**src/rtl/fetch_queue_pkg.sv**
```systemverilog
// Shared types and constants for the fetch-to-decode instruction buffer.
package fetch_queue_pkg;

  localparam int FETCH_ENTRY_W = 72;

  localparam logic [7:0] EXC_NONE = 8'h00;

  // Field offsets inside a packed entry.
  localparam int PC_LSB    = 40;
  localparam int INSTR_LSB = 8;
  localparam int EXC_LSB   = 0;

  // Packed layout matches the offsets above: pc [71:40], instr [39:8], exc [7:0].
  typedef struct packed {
    logic [31:0] pc;
    logic [31:0] instr;
    logic [7:0]  exc;
  } fetch_entry_t;

endpackage

```
**src/rtl/fetch_queue_if.sv**
```systemverilog
// Fetch-side and decode-side signals of the fetch queue.
interface fetch_queue_if #(
  parameter int DEPTH = 4
);
  import fetch_queue_pkg::*;

  // Fetch side
  logic        flush;
  logic        bubble_in;
  logic [31:0] pc_in;
  logic [31:0] instr_in;
  logic [7:0]  exc_in;
  logic        stall_fetch;

  // Decode side
  logic        stall_in;
  logic        valid_out;
  logic [31:0] pc_out;
  logic [31:0] instr_out;
  logic [7:0]  exc_out;

  // Status
  logic [$clog2(DEPTH):0] count_out;
  logic                   overflow;

  // The queue itself
  modport slave (
    input  flush, bubble_in, pc_in, instr_in, exc_in, stall_in,
    output stall_fetch, valid_out, pc_out, instr_out, exc_out, count_out, overflow
  );

  // Whoever drives fetch results and decode stalls
  modport master (
    output flush, bubble_in, pc_in, instr_in, exc_in, stall_in,
    input  stall_fetch, valid_out, pc_out, instr_out, exc_out, count_out, overflow
  );

endinterface

```
**src/rtl/fetch_queue_ram.sv**
```systemverilog
// DEPTH x 72 entry storage: one synchronous write port, one asynchronous read port.
module fetch_queue_ram
  import fetch_queue_pkg::*;
#(
  parameter int DEPTH = 4
) (
  input  logic                     clk,
  input  logic                     we,
  input  logic [$clog2(DEPTH)-1:0] waddr,
  input  fetch_entry_t             wdata,
  input  logic [$clog2(DEPTH)-1:0] raddr,
  output fetch_entry_t             rdata
);

  fetch_entry_t mem [DEPTH];

  // Write the incoming entry at the tail slot.
  // NOTE: storage has no reset; occupancy is tracked by the pointers/count, and
  // the head outputs are masked while empty, so stale contents are never seen.
  always_ff @(posedge clk) begin
    if (we) begin
      mem[waddr] <= wdata;
    end
  end

  assign rdata = mem[raddr];

endmodule

```
**src/rtl/fetch_queue.sv**
```systemverilog
// Circular instruction buffer between fetch stage 2 and decode. Stalls fetch
// early enough that the two fetches already in flight always find room.
module fetch_queue
  import fetch_queue_pkg::*;
#(
  parameter int DEPTH = 4,
  parameter int SKID  = 2
) (
  input  logic          clk,
  input  logic          rst_n,
  fetch_queue_if.slave  bus
);

  localparam int PTR_W = $clog2(DEPTH);
  localparam int CNT_W = PTR_W + 1;
  localparam logic [CNT_W-1:0] CNT_FULL  = CNT_W'(DEPTH);
  localparam logic [CNT_W-1:0] CNT_STALL = CNT_W'(DEPTH - SKID);

  logic [PTR_W-1:0] rd_ptr;
  logic [PTR_W-1:0] wr_ptr;
  logic [CNT_W-1:0] count;
  logic             overflow_q;
  logic             valid;
  logic             enq;
  logic             deq;
  logic             ovf_hit;
  fetch_entry_t     wdata;
  fetch_entry_t     head;

  assign valid = (count != '0);

  // Decode only consumes a valid head; flush overrides both directions.
  assign deq     = valid && !bus.stall_in && !bus.flush;
  assign enq     = !bus.bubble_in && !bus.flush && ((count < CNT_FULL) || deq);
  assign ovf_hit = !bus.bubble_in && !bus.flush && (count == CNT_FULL) && !deq;

  assign wdata = '{pc: bus.pc_in, instr: bus.instr_in, exc: bus.exc_in};

  fetch_queue_ram #(.DEPTH(DEPTH)) u_ram (
    .clk   (clk),
    .we    (enq),
    .waddr (wr_ptr),
    .wdata (wdata),
    .raddr (rd_ptr),
    .rdata (head)
  );

  // Pointer, occupancy and sticky overflow state.
  // NOTE: every register here uses <= so all of them sample pre-edge values,
  // which keeps enq/deq and count consistent within one edge.
  always_ff @(posedge clk or negedge rst_n) begin
    if (!rst_n) begin
      rd_ptr     <= '0;
      wr_ptr     <= '0;
      count      <= '0;
      overflow_q <= 1'b0;
    end else begin
      if (bus.flush) begin
        rd_ptr <= '0;
        wr_ptr <= '0;
        count  <= '0;
      end else begin
        if (enq) wr_ptr <= wr_ptr + 1'b1;
        if (deq) rd_ptr <= rd_ptr + 1'b1;
        count <= count + CNT_W'(enq) - CNT_W'(deq);
      end
      if (ovf_hit) overflow_q <= 1'b1;
    end
  end

  // Head outputs read straight from storage, forced to zero while empty.
  // NOTE: outputs get defaults first so no path through this block infers a latch.
  always_comb begin
    bus.pc_out    = '0;
    bus.instr_out = '0;
    bus.exc_out   = EXC_NONE;
    if (valid) begin
      bus.pc_out    = head.pc;
      bus.instr_out = head.instr;
      bus.exc_out   = head.exc;
    end
  end

  // Registered count only, so decode stall never reaches fetch combinationally.
  assign bus.stall_fetch = (count >= CNT_STALL);
  assign bus.valid_out   = valid;
  assign bus.count_out   = count;
  assign bus.overflow    = overflow_q;

endmodule

```
**src/flat_wrapper.sv**
```systemverilog
// flat-port wrapper written by rule: the top's interface ports become plain ports
module fetch_queue_flat import fetch_queue_pkg::*;
#(
  parameter int DEPTH = 4,
  parameter int SKID  = 2
)
  (clk, rst_n, bus_flush, bus_bubble_in, bus_pc_in, bus_instr_in, bus_exc_in, bus_stall_in, bus_stall_fetch, bus_valid_out, bus_pc_out, bus_instr_out, bus_exc_out, bus_count_out, bus_overflow);
  fetch_queue_if #(.DEPTH(DEPTH)) bus_i ();
  input  logic clk;
  input  logic rst_n;
  input wire logic [$bits(bus_i.flush)-1:0] bus_flush;
  input wire logic [$bits(bus_i.bubble_in)-1:0] bus_bubble_in;
  input wire logic [$bits(bus_i.pc_in)-1:0] bus_pc_in;
  input wire logic [$bits(bus_i.instr_in)-1:0] bus_instr_in;
  input wire logic [$bits(bus_i.exc_in)-1:0] bus_exc_in;
  input wire logic [$bits(bus_i.stall_in)-1:0] bus_stall_in;
  output wire logic [$bits(bus_i.stall_fetch)-1:0] bus_stall_fetch;
  output wire logic [$bits(bus_i.valid_out)-1:0] bus_valid_out;
  output wire logic [$bits(bus_i.pc_out)-1:0] bus_pc_out;
  output wire logic [$bits(bus_i.instr_out)-1:0] bus_instr_out;
  output wire logic [$bits(bus_i.exc_out)-1:0] bus_exc_out;
  output wire logic [$bits(bus_i.count_out)-1:0] bus_count_out;
  output wire logic [$bits(bus_i.overflow)-1:0] bus_overflow;
  assign bus_i.flush = bus_flush;
  assign bus_i.bubble_in = bus_bubble_in;
  assign bus_i.pc_in = bus_pc_in;
  assign bus_i.instr_in = bus_instr_in;
  assign bus_i.exc_in = bus_exc_in;
  assign bus_i.stall_in = bus_stall_in;
  assign bus_stall_fetch = bus_i.stall_fetch;
  assign bus_valid_out = bus_i.valid_out;
  assign bus_pc_out = bus_i.pc_out;
  assign bus_instr_out = bus_i.instr_out;
  assign bus_exc_out = bus_i.exc_out;
  assign bus_count_out = bus_i.count_out;
  assign bus_overflow = bus_i.overflow;
  fetch_queue #(.DEPTH(DEPTH), .SKID(SKID)) u_core (.clk(clk), .rst_n(rst_n), .bus(bus_i));
endmodule
```
**config.mk**
```make
export PLATFORM = sky130hd
export DESIGN_NAME = fetch_queue_flat
export DESIGN_NICKNAME = d
export VERILOG_FILES = /design/src/rtl/fetch_queue_pkg.sv /design/src/rtl/fetch_queue_if.sv /design/src/rtl/fetch_queue_ram.sv /design/src/rtl/fetch_queue.sv /design/src/flat_wrapper.sv
export SDC_FILE = /design/constraint.sdc
export NUM_CORES = 1
export LEC_CHECK = 0
export ABC_AREA = 1
export BUFFER_PORTS_ARGS = -buffer_cell sky130_fd_sc_hd__buf_2
export CAP_MARGIN = 5
export CORE_MARGIN = 3
export CORE_UTILIZATION = 30
export DETAILED_ROUTE_END_ITERATION = 16
export GPL_TIMING_DRIVEN = 0
export HOLD_SLACK_MARGIN = 0.03
export MAX_ROUTING_LAYER = met4
export PLACE_DENSITY_LB_ADDON = 0.2
export SYNTH_ARGS = -nofsm -noshare
export SYNTH_HDL_FRONTEND = slang
export SYNTH_SLANG_ARGS = --single-unit
```
**constraint.sdc**
```tcl
create_clock -name clk -period 6.07 [get_ports clk]
set_input_delay 0.3035 -clock clk [delete_from_list [all_inputs] [get_ports clk]]
set_output_delay 0.3035 -clock clk [all_outputs]
set_load 0.005 [all_outputs]
```
==> Flow_metrics.wiki <==
{| class="wikitable"
! Metric !! Value
|-
| Run status || finished, final reports clean
|-
| Crit path cell chain || inv_2, buf_4, buf_2, nand2_1, nand2_1, nand2_1, a21oi_1, buf_2
|-
| Sequential cell area || 8848 µm²
|-
| #FFs+latches synth || 296
|-
| Most used flip-flop cell after synthesis || sky130_fd_sc_hd__edfxtp_1
|-
| Placement-stage cell area || 13600 µm²
|-
| Critical path arrival || 2.36 ns
|-
| Detailed-routing iteration count for the pre-antenna-repair pass || 5
|-
| Crit path top cell by count || sky130_fd_sc_hd__nand2_1
|-
| Effective utilization at floorplan || 30.63%
|-
| Async set-or-reset flop fraction in the synthesized netlist || 2.703%
|-
| Synth-to-layout area growth || 28.91%
|-
| Number of placement rows || 72
|-
| Clock Power Share || 32.8%
|-
| Internal power || 4043 µW
|-
| Remaining antenna violation count || 0
|-
| Combined area of the multi-input logic cells || 2810 µm²
|-
| Routed Wire Length || 30920 µm
|-
| Most frequently used cell type in the post-synthesis netlist || sky130_fd_sc_hd__nand2_1
|-
| Maximum net fanout on the critical path || 10
|-
| Leading post-synthesis cells by instance count || sky130_fd_sc_hd__nand2_1, sky130_fd_sc_hd__edfxtp_1, sky130_fd_sc_hd__a21oi_1
|-
| Leading area contributor after synthesis || sky130_fd_sc_hd__edfxtp_1
|-
| Worst EP required || 5.77 ns
|-
| Ports || 155
|-
| Fraction of layout cells with a size suffix above 1 || 18.24%
|-
| Gates resized, CTS repair || 0
|-
| Share of the cycle needed by the critical path after routing || 43.83%
|-
| Final HPWL from detailed placement || 19000 µm
|-
| Final critical path time including I/O delays and setup || 2.661 ns
|-
| Setup repair after global routing missed its margin || false
|-
| Maximum resistive drop on vdd || 0.2178 mV
|-
| Worst-skew pair later-pin latency || 0.50 ns
|-
| Worst hold-check slack || 0.1520 ns
|-
| Total routing resource utilization after global routing || 15.07%
|-
| Pin count of the biggest net entering global routing || 28
|-
| Critical-path cell with the highest stage delay || sky130_fd_sc_hd__dfrtp_1
|-
| Final setup violating endpoints || 0
|-
| Kind of launch point of the worst setup path || register
|-
| Detailed router's first-iteration violation count || 403
|-
| Area share of the largest cell type after synthesis || 72.38%
|-
| Worst max-slew margin expressed relative to the limit || 36.51%
|-
| Mapped Area || 11950 µm²
|-
| Clk_skew || 0.009860 ns
|-
| Net Switching || 1890 µW
|-
| Comb power frac || 27.0%
|-
| Post-route design area || 15400 µm²
|-
| Number of hold buffers added after cts || 74
|-
| Max Clock Freq || 375.9 MHz
|-
| GRT overflow || 0
|-
| Post-Syn Instances || 1061
|-
| Final slew viol count || 0
|-
| Fill cells || 3815
|-
| Routability cong. || 0.7178
|-
| Clk buf depth || 3
|-
| TritonCTS clock tree || built
|-
| Total vias in the final route || 8172
|-
| Clock slew seen by the registers of the worst setup and hold paths || 0.05 ns
|-
| Number of synthesized flops with an enable pin || 288
|-
| Y dimension of the die || 205.6 µm
|-
| Count of synthesis-stage warnings from yosys || 0
|-
| Number of buffers inserted by port buffering || 154
|-
| Sequential cell fraction of total power || 40.2%
|-
| Number of buffers added by the clock tree synthesis step || 35
|-
| Post-CTS Setup Bufs || 0
|-
| Root Driver || sky130_fd_sc_hd__clkbuf_16
|-
| Area enclosed by the die boundary || 42260 µm²
|-
| Number of maximum-capacitance constraint violations || 0
|-
| Total negative slack || 0 ns
|-
| Die X || 205.6 µm
|-
| Synth top area cells || sky130_fd_sc_hd__edfxtp_1, sky130_fd_sc_hd__nand2_1, sky130_fd_sc_hd__a21oi_1
|-
| Post-layout net count || 1421
|-
| Crit Path Category || register to output pin
|-
| Floorplan core area || 39010 µm²
|-
| Routed wire length per instance || 16.46 µm
|-
| Hold Fails Final Rpt || 0
|-
| DRC || 0
|-
| Crit path largest cell delay || 0.40 ns
|-
| Power per cell area || 385.2 nW/µm²
|-
| Mapped Avg Cell Area || 11.26 µm²
|-
| # clock sinks || 296
|-
| Number of antenna violations at the first check in global routing || 1
|-
| Type of the most critical hold path || input port to register
|-
| Sequential fraction of the synthesis area || 74.05%
|-
| Wire length of the first global-routing pass || 47020 µm
|-
| Vias in the first global route || 8018
|-
| Static Leakage || 0.006321 µW
|-
| Sort of element at the end of the critical path || output pin
|-
| Number of library cell types mapped by synthesis || 18
|-
| Net count of the mapped netlist || 1146
|-
| Actual transition at the worst max-transition pin || 0.9501 ns
|-
| Detailed-route vias per instance || 4.349
|-
| # H-tree levels || 2
|-
| Switching share of power || 31.86%
|}
## cells by family (layout without fill, tap and decap cells)
logic type,count (synthesis),in the layout,synth area share [%]
AOI/OAI and AO/OA,77,77,3.225
other,0,1,0
buffers and inverters,74,373,2.680
DFF,296,296,74.05
and+or+nand+nor,606,606,19.14
adders and majority gates,8,8,0.9005
## area by class of cell
type | count | share of cell area [%]
Antenna cell | 1 | 0.01625
Tap cell | 518 | 4.208
Inverter | 21 | 0.5117
Clock buffer | 46 | 6.230
Buffer | 53 | 1.568
Clock inverter | 15 | 0.6661
Multi-Input combinational cell | 691 | 18.24
Timing Repair Buffer | 238 | 11.11
Sequential cell | 296 | 57.44
## per-layer routing
layer / vias up / GRT usage, % / share of wire (%)
li1: 4086 / - / -
met1: 3867 / 19.88 / 46
met2: 187 / 24.35 / 47
met3: 32 / 2.848 / 5.0
met4: 0 / 3.368 / 1.6
met5: - / - / 0
## through the flow
stage	util, %	cells	setup WS, ns	total power, µW
floorplan	-	1061	1.911	3303
global route	39.49	1879	3.171	6303
finish	39.49	1879	3.409	5934
detailed placement	34.86	1743	3.600	4035
CTS	39.48	1878	3.293	6044
global placement	34.27	1733	-1.219	4028
## critical path: cells and delay by family, from the launching register on
family | cells | cell delay, ns
compound gates | 1 | 0.24
buf+inv | 4 | 1.02
flops | 1 | 0.40
simple gates | 3 | 0.18
## placed cells by master (no fill, tap or decap), types with 2 or more instances in the layout
| master | synthesis | layout |
|---|---|---|
| sky130_fd_sc_hd__o21ai_1 | 3 | 3 |
| sky130_fd_sc_hd__nand2_1 | 588 | 588 |
| sky130_fd_sc_hd__nand4_1 | 2 | 2 |
| sky130_fd_sc_hd__buf_1 | 5 | 5 |
| sky130_fd_sc_hd__nor2_4 | 0 | 4 |
| sky130_fd_sc_hd__clkinv_1 | 0 | 5 |
| sky130_fd_sc_hd__nand3_1 | 4 | 4 |
| sky130_fd_sc_hd__clkbuf_16 | 0 | 37 |
| sky130_fd_sc_hd__clkinvlp_4 | 0 | 2 |
| sky130_fd_sc_hd__dfrtp_1 | 8 | 8 |
| sky130_fd_sc_hd__buf_4 | 2 | 2 |
| sky130_fd_sc_hd__buf_2 | 28 | 182 |
| sky130_fd_sc_hd__edfxtp_1 | 288 | 288 |
| sky130_fd_sc_hd__clkbuf_1 | 18 | 27 |
| sky130_fd_sc_hd__buf_12 | 0 | 10 |
| sky130_fd_sc_hd__dlygate4sd3_1 | 0 | 74 |
| sky130_fd_sc_hd__nor2_1 | 11 | 7 |
| sky130_fd_sc_hd__a21oi_1 | 73 | 73 |
| sky130_fd_sc_hd__ha_1 | 7 | 7 |
| sky130_fd_sc_hd__inv_1 | 18 | 18 |
| sky130_fd_sc_hd__clkinv_2 | 0 | 6 |
| sky130_fd_sc_hd__inv_2 | 3 | 3 |
## sequential cells by signal, summed over array words and instances (netlist names)
signal                flops
u_core.bus.count_out      3
u_core.bus.overflow       1
u_core.rd_ptr             2
u_core.u_ram.mem        288
u_core.wr_ptr             2
## path summary, 6_finish.rpt
kind	startpoint	end	slack, ns	depth (start not counted)
max reg2reg	u_core.bus.count_out[2]$_DFF_PN0_	u_core.u_ram.mem[0][11]$_DFFE_PP_	3.81	4
min reg2reg	u_core.bus.overflow$_DFFE_PN0P_	u_core.bus.overflow$_DFFE_PN0P_	0.46	2
max	u_core.rd_ptr[0]$_DFFE_PN0P_	bus_instr_out[7]	3.41	8
max in group asynchronous	rst_n	u_core.bus.count_out[0]$_DFF_PN0_	5.73	2
min in group asynchronous	rst_n	u_core.wr_ptr[0]$_DFFE_PN0P_	0.17	2
min	bus_stall_in	u_core.rd_ptr[1]$_DFFE_PN0P_	0.15	4
## power groups by stage
stage | Clock [µW] | Sequential [µW] | Combinational (µW)
after floorplan | 0 | 2430 | 869
after global placement | 0 | 2450 | 1580
after global routing | 2090 | 2390 | 1820
after CTS | 2000 | 2380 | 1650
final | 1950 | 2380 | 1600
after detailed placement | 0 | 2430 | 1610
Power figures use the tool's default switching activity.
